### src/rtl/load_store_unit_if.sv
// Data-memory port of the load/store unit: single-outstanding req/ack with byte enables.
interface load_store_unit_if #(
    parameter int unsigned ADDR_W = 32
);
    logic              mem_req;
    logic              mem_we;
    logic [ADDR_W-1:0] mem_addr;
    logic [3:0]        mem_be;
    logic [31:0]       mem_wdata;
    logic [31:0]       mem_rdata;
    logic              mem_ack;

    modport master (
        output mem_req, mem_we, mem_addr, mem_be, mem_wdata,
        input  mem_rdata, mem_ack
    );

    modport slave (
        input  mem_req, mem_we, mem_addr, mem_be, mem_wdata,
        output mem_rdata, mem_ack
    );
endinterface

### src/rtl/load_store_unit.sv
// Memory-access stage: byte/halfword/word loads and stores over a single-outstanding
// req/ack port, with a one-cycle write-back strobe. ADDR_W must lie in 3..32.
module load_store_unit #(
    parameter int unsigned ADDR_W = 32
) (
    input  logic                     clk,
    input  logic                     rst,
    input  logic                     in_valid,
    input  logic [5:0]               opcode,
    input  logic [31:0]              alu_rslt,
    input  logic [31:0]              st_data,
    load_store_unit_if.master        mem,
    output logic                     busy,
    output logic                     out_valid,
    output logic [31:0]              out_data,
    output logic                     misalign
);
    localparam logic [1:0] IDLE   = 2'd0;
    localparam logic [1:0] ACCESS = 2'd1;
    localparam logic [1:0] RESP   = 2'd2;

    localparam logic [5:0] OP_LB  = 6'h20;
    localparam logic [5:0] OP_LH  = 6'h21;
    localparam logic [5:0] OP_LW  = 6'h23;
    localparam logic [5:0] OP_LBU = 6'h24;
    localparam logic [5:0] OP_LHU = 6'h25;
    localparam logic [5:0] OP_SB  = 6'h28;
    localparam logic [5:0] OP_SH  = 6'h29;
    localparam logic [5:0] OP_SW  = 6'h2B;

    logic [1:0]        state_q;
    logic [5:0]        op_q;
    logic [1:0]        off_q;
    logic              we_q;
    logic [ADDR_W-1:0] addr_q;
    logic [3:0]        be_q;
    logic [31:0]       wdata_q;
    logic [31:0]       out_data_q;
    logic              misalign_q;

    logic [1:0]  off;
    logic        is_load;
    logic        is_store;
    logic        bad_align;
    logic [3:0]  be_in;
    logic [31:0] wdata_in;

    assign off = alu_rslt[1:0];

    always_comb begin
        is_load   = 1'b0;
        is_store  = 1'b0;
        bad_align = 1'b0;
        be_in     = 4'b1111;
        wdata_in  = st_data;
        case (opcode)
            OP_LB, OP_LBU: is_load = 1'b1;
            OP_LH, OP_LHU: begin
                is_load   = 1'b1;
                bad_align = off[0];
            end
            OP_LW: begin
                is_load   = 1'b1;
                bad_align = |off;
            end
            OP_SB: begin
                is_store = 1'b1;
                be_in    = 4'b0001 << off;
                wdata_in = {4{st_data[7:0]}};
            end
            OP_SH: begin
                is_store  = 1'b1;
                bad_align = off[0];
                be_in     = 4'b0011 << off;
                wdata_in  = {2{st_data[15:0]}};
            end
            OP_SW: begin
                is_store  = 1'b1;
                bad_align = |off;
            end
            default: ;
        endcase
    end

    // Lane extraction uses only the latched offset/opcode; rdata is sampled in the ack cycle.
    logic [31:0] rd_shift;
    logic [15:0] rd_half;
    logic [31:0] load_val;

    assign rd_shift = mem.mem_rdata >> {off_q, 3'b000};
    assign rd_half  = off_q[1] ? mem.mem_rdata[31:16] : mem.mem_rdata[15:0];

    always_comb begin
        load_val = mem.mem_rdata;
        case (op_q)
            OP_LB:   load_val = {{24{rd_shift[7]}}, rd_shift[7:0]};
            OP_LBU:  load_val = {24'h0, rd_shift[7:0]};
            OP_LH:   load_val = {{16{rd_half[15]}}, rd_half};
            OP_LHU:  load_val = {16'h0, rd_half};
            default: load_val = mem.mem_rdata;
        endcase
    end

    always_ff @(posedge clk) begin
        if (rst) begin
            state_q    <= IDLE;
            op_q       <= 6'h0;
            off_q      <= 2'b00;
            we_q       <= 1'b0;
            addr_q     <= '0;
            be_q       <= 4'h0;
            wdata_q    <= 32'h0;
            out_data_q <= 32'h0;
            misalign_q <= 1'b0;
        end else begin
            case (state_q)
                IDLE: begin
                    if (in_valid) begin
                        if (!(is_load || is_store)) begin
                            out_data_q <= alu_rslt;
                            misalign_q <= 1'b0;
                            state_q    <= RESP;
                        end else if (bad_align) begin
                            out_data_q <= 32'h0;
                            misalign_q <= 1'b1;
                            state_q    <= RESP;
                        end else begin
                            op_q    <= opcode;
                            off_q   <= off;
                            we_q    <= is_store;
                            addr_q  <= {alu_rslt[ADDR_W-1:2], 2'b00};
                            be_q    <= be_in;
                            wdata_q <= wdata_in;
                            state_q <= ACCESS;
                        end
                    end
                end
                ACCESS: begin
                    if (mem.mem_ack) begin
                        out_data_q <= we_q ? 32'h0 : load_val;
                        misalign_q <= 1'b0;
                        state_q    <= RESP;
                    end
                end
                RESP:    state_q <= IDLE;
                default: state_q <= IDLE;
            endcase
        end
    end

    assign mem.mem_req   = (state_q == ACCESS);
    assign mem.mem_we    = we_q;
    assign mem.mem_addr  = addr_q;
    assign mem.mem_be    = be_q;
    assign mem.mem_wdata = wdata_q;
    assign busy          = (state_q != IDLE);
    assign out_valid     = (state_q == RESP);
    assign out_data      = out_data_q;
    assign misalign      = misalign_q;
endmodule

### src/flat_wrapper.sv
// flat-port wrapper written by rule: the top's interface ports become plain ports
module load_store_unit_flat 
#(
    parameter int unsigned ADDR_W = 32
)
  (clk, rst, in_valid, opcode, alu_rslt, st_data, busy, out_valid, out_data, misalign, mem_mem_req, mem_mem_we, mem_mem_addr, mem_mem_be, mem_mem_wdata, mem_mem_rdata, mem_mem_ack);
  load_store_unit_if #(.ADDR_W(ADDR_W)) mem_i ();
  input  logic clk;
  input  logic rst;
  input  logic in_valid;
  input  logic [5:0] opcode;
  input  logic [31:0] alu_rslt;
  input  logic [31:0] st_data;
  output logic busy;
  output logic out_valid;
  output logic [31:0] out_data;
  output logic misalign;
  output wire logic [$bits(mem_i.mem_req)-1:0] mem_mem_req;
  output wire logic [$bits(mem_i.mem_we)-1:0] mem_mem_we;
  output wire logic [$bits(mem_i.mem_addr)-1:0] mem_mem_addr;
  output wire logic [$bits(mem_i.mem_be)-1:0] mem_mem_be;
  output wire logic [$bits(mem_i.mem_wdata)-1:0] mem_mem_wdata;
  input wire logic [$bits(mem_i.mem_rdata)-1:0] mem_mem_rdata;
  input wire logic [$bits(mem_i.mem_ack)-1:0] mem_mem_ack;
  assign mem_mem_req = mem_i.mem_req;
  assign mem_mem_we = mem_i.mem_we;
  assign mem_mem_addr = mem_i.mem_addr;
  assign mem_mem_be = mem_i.mem_be;
  assign mem_mem_wdata = mem_i.mem_wdata;
  assign mem_i.mem_rdata = mem_mem_rdata;
  assign mem_i.mem_ack = mem_mem_ack;
  load_store_unit #(.ADDR_W(ADDR_W)) u_core (.clk(clk), .rst(rst), .in_valid(in_valid), .opcode(opcode), .alu_rslt(alu_rslt), .st_data(st_data), .mem(mem_i), .busy(busy), .out_valid(out_valid), .out_data(out_data), .misalign(misalign));
endmodule
### config.mk
export PLATFORM = sky130hd
export DESIGN_NAME = load_store_unit_flat
export DESIGN_NICKNAME = d
export VERILOG_FILES = /design/src/rtl/load_store_unit_if.sv /design/src/rtl/load_store_unit.sv /design/src/flat_wrapper.sv
export SDC_FILE = /design/constraint.sdc
export NUM_CORES = 1
export LEC_CHECK = 0
export BUFFER_PORTS_ARGS = -buffer_cell sky130_fd_sc_hd__buf_2
export CAP_MARGIN = 10
export CORE_ASPECT_RATIO = 1.25
export CORE_MARGIN = 4
export CORE_UTILIZATION = 40
export DETAILED_ROUTE_END_ITERATION = 16
export GPL_ROUTABILITY_DRIVEN = 0
export PLACE_DENSITY = 0.67
export RECOVER_POWER = 50
export SYNTH_ARGS = -nofsm -noshare
export SYNTH_HDL_FRONTEND = slang
export SYNTH_SLANG_ARGS = --single-unit
### constraint.sdc
create_clock -name clk -period 1.7 [get_ports clk]
set_input_delay 0.255 -clock clk [delete_from_list [all_inputs] [get_ports clk]]
set_output_delay 0.255 -clock clk [all_outputs]
set_load 0.05 [all_outputs]
==> metrics.md <==
| Metric | Value |
|---|---|
| Crit Path Max Fanout | 8 |
| DP Worst Slack | -407 ps |
| Critical path class | reg -> reg |
| Relative slew slack | 0.546 |
| Die ar. | 14500 sq um |
| # port buffers | 208 |
| Total global routing track utilization | 0.233 |
| Synth-to-Final Area Change | 45.6% |
| CTS Hold Bufs | 0 |
| Layout Cells excl Fill | 1056 |
| HP Class | in -> reg |
| Hold_ws | 156 ps |
| Crit path launch type | flop |
| Final #Nets | 993 |
| Num CTS Buffers | 9 |
| Count leader, synth | nand2_1 |
| RSZ-0062 raised after global routing | true |
| Synthesis Warnings | 0 |
| CP arrival | 1950 ps |
| Core Area | 12200 sq um |
| Synth Flop Type | dfxtp_1 |
| Skew final | 7.90 ps |
| Largest net degree at the start of global routing | 44 |
| Die Y | 133 microns |
| Syn Inst Count | 648 |
| Post-synth EDFFs | 0 |
| Clock root buffer master | clkbuf_16 |
| Leakage | 2.84 nW |
| CP Data Required Time | 1950 ps |
| Final period util | 0.998 |
| Vias in the first global route | 5416 |
| First-pass GRT wire length | 26900 microns |
| Cell Area, Placed | 6580 sq um |
| Clk slew on worst S/H paths | 70 ps |
| I/O pin count | 211 |
| Post-synth ARST share | 0 |
| Max Cap Viol | 0 |
| M3 GR Usage | 0.0562 |
| Post-synthesis sequential area ratio | 0.437 |
| Top cell type's share of synthesized area | 0.437 |
| Dpl cells | 1021 |
| Starting density of the core | 0.412 |
| Post-Route WL | 18500 microns |
| Area of the mapped netlist | 5030 sq um |
| Post-route cell area | 7330 sq um |
| Drt drc | 0 |
| Routed Antenna Nets | 0 |
| Highest Clock Rate | 0.589 GHz |
| Peak supply drop | 578 uV |
| Pre-antenna DRT Iters | 5 |
| Met1 usage | 0.268 |
| WL per Instance | 17.5 microns |
| Crit. End Element | flop |
| Met2 usage | 0.418 |
| Cell Rows | 45 |
| Grt ovf | 0 |
| Share of cells above drive strength 1 | 0.313 |
| Endpoints failing setup | 0 |
| Iter 0 DRT Violations | 298 |
| Syn_area_per_cell | 7.77 sq um |
| Final Max Slew Viols | 0 |
| #FFs+latches synth | 110 |
| Antenna cells | 0 |
| Most Used Layer, Global Route | met2 |
| DP HPWL | 13400 microns |
| Status | completed |
| Most frequent cells after synthesis | 133 x nand2_1, 110 x dfxtp_1, 78 x a21oi_1 |
| Final Critical Period | 1700 ps |
| Die Wd | 108 microns |
| Yosys top cell by area | dfxtp_1 |
| Final Worst Setup Slack | 2.96 ps |
| Netlist cell types | 42 |
| Pin slew with the least headroom to its limit | 683 ps |
| Ranking of synthesized cells by area | dfxtp_1 44%, nand2_1 9.9%, a21oi_1 7.8%, a211oi_1 6.7%, nor2_1 5.7% |
| Clock Sinks | 110 |
| Vias/cell | 5.50 |
| CTS max path bufs | 2 |
| Clock latency on the worst-skew pair | 340 ps |
| Vias | 5811 |
| H-tree depth | 3 |
| Initial antenna violation count | 0 |
| Final hold violation count | 0 |
| Filler cells | 1172 |
| Pwr dens | 906 nW/um^2 |
| CTS tree | built |
## path summary, 6_finish.rpt
kind / cells after the start / start / endpoint / slack (ps)
worst max-delay path: 5 / u_core.op_q[4] / u_core.out_data[5] / 3
worst max register to register: 5 / u_core.op_q[4] / u_core.out_data[5] / 3
worst min-delay path: 3 / alu_rslt[12] / u_core.mem.mem_addr[12] / 160
worst min register to register: 2 / u_core.mem.mem_addr[4] / u_core.mem.mem_addr[4] / 450
## worst max-delay path, cell delays in order, from the launching register on
cell and delay [ps]:
dfxtp_2 320, or4b_4 620, a21oi_2 150, buf_6 130, o221ai_1 130, a211oi_1 250
## cells in the final DEF, fill, tap and decap left out, drive strengths merged, types with 2 or more instances in the layout
master / Yosys / routed
o21ai: 29 / 29
a22o: 6 / 6
clkbuf: 39 / 98
nand2b: 5 / 5
a22oi: 8 / 8
or2: 2 / 2
nand4: 2 / 2
a311oi: 26 / 26
mux2: 4 / 4
nand2: 133 / 133
a21oi: 78 / 78
a211oi: 46 / 46
nor2: 76 / 76
and2: 6 / 6
a221oi: 3 / 3
and4b: 2 / 2
nor2b: 3 / 3
bufinv: 0 / 3
nor3: 4 / 4
nor3b: 5 / 5
a31oi: 6 / 6
o221ai: 6 / 6
conb: 1 / 2
dfxtp: 110 / 110
o22ai: 7 / 7
inv: 9 / 8
nand3: 5 / 5
clkinvlp: 0 / 2
buf: 16 / 196
## metrics by stage
stage | total power [mW] | setup TNS (ps) | util
2_1_floorplan | 3.65 | -1730 | -
3_5_place_dp | 4.14 | -14350 | 0.538
5_1_grt | 6.89 | -1050 | 0.600
4_1_cts | 6.60 | 0 | 0.573
3_3_place_gp | 4.12 | -8920 | 0.538
6_report | 6.64 | 0 | 0.600
## power by group
| part | total (mW) | switching [mW] | internal (mW) |
|---|---|---|---|
| clock | 2.46 | 0.932 | 1.52 |
| combinational | 1.41 | 0.961 | 0.451 |
| sequential | 2.77 | 0.0720 | 2.70 |
| total | 6.64 | 1.97 | 4.67 |
## timing repair
action                                  in CTS  in global routing
endpoints found under the setup margin      31                 65
pin swaps                                    0                 21
resized for setup                           11                 62
buffers inserted                             1                 13
gates cloned                                 1                  4
## state kept, by name, summed over array words and instances (netlist names)
register	cells
u_core.mem.mem_addr	30
u_core.mem.mem_be	4
u_core.mem.mem_wdata	32
u_core.mem.mem_we	1
u_core.misalign	1
u_core.off_q	2
u_core.op_q	6
u_core.out_data	32
u_core.state_q	2
## logic make-up (layout without fill, tap and decap cells)
logic type,count (synthesis),count (layout),share of synthesized area
compound gates,219,219,0.283
buf+inv,65,308,0.0539
flops,110,110,0.437
mux,6,6,0.0154
other cells,1,2,0.000745
simple gates,247,247,0.209
## metal layers
metal	wire (microns)	vias up
met5	0	-
met4	699	0
li1	-	2775
met2	9240	279
met3	1480	56
met1	7080	2701
## final cells by class
class / count / area (sq um) / share of cell area
Inverter: 10 / 42.5 / 0.00581
Clock buffer: 13 / 260 / 0.0355
Clock inverter: 3 / 90.1 / 0.0123
Timing Repair inverter: 1 / 5.00 / 0.000683
Sequential cell: 110 / 2210 / 0.302
Tap cell: 164 / 205 / 0.0280
Timing Repair Buffer: 281 / 1700 / 0.232
Multi-Input combinational cell: 474 / 2810 / 0.384
No activity file was read; power rests on OpenSTA's default activity.
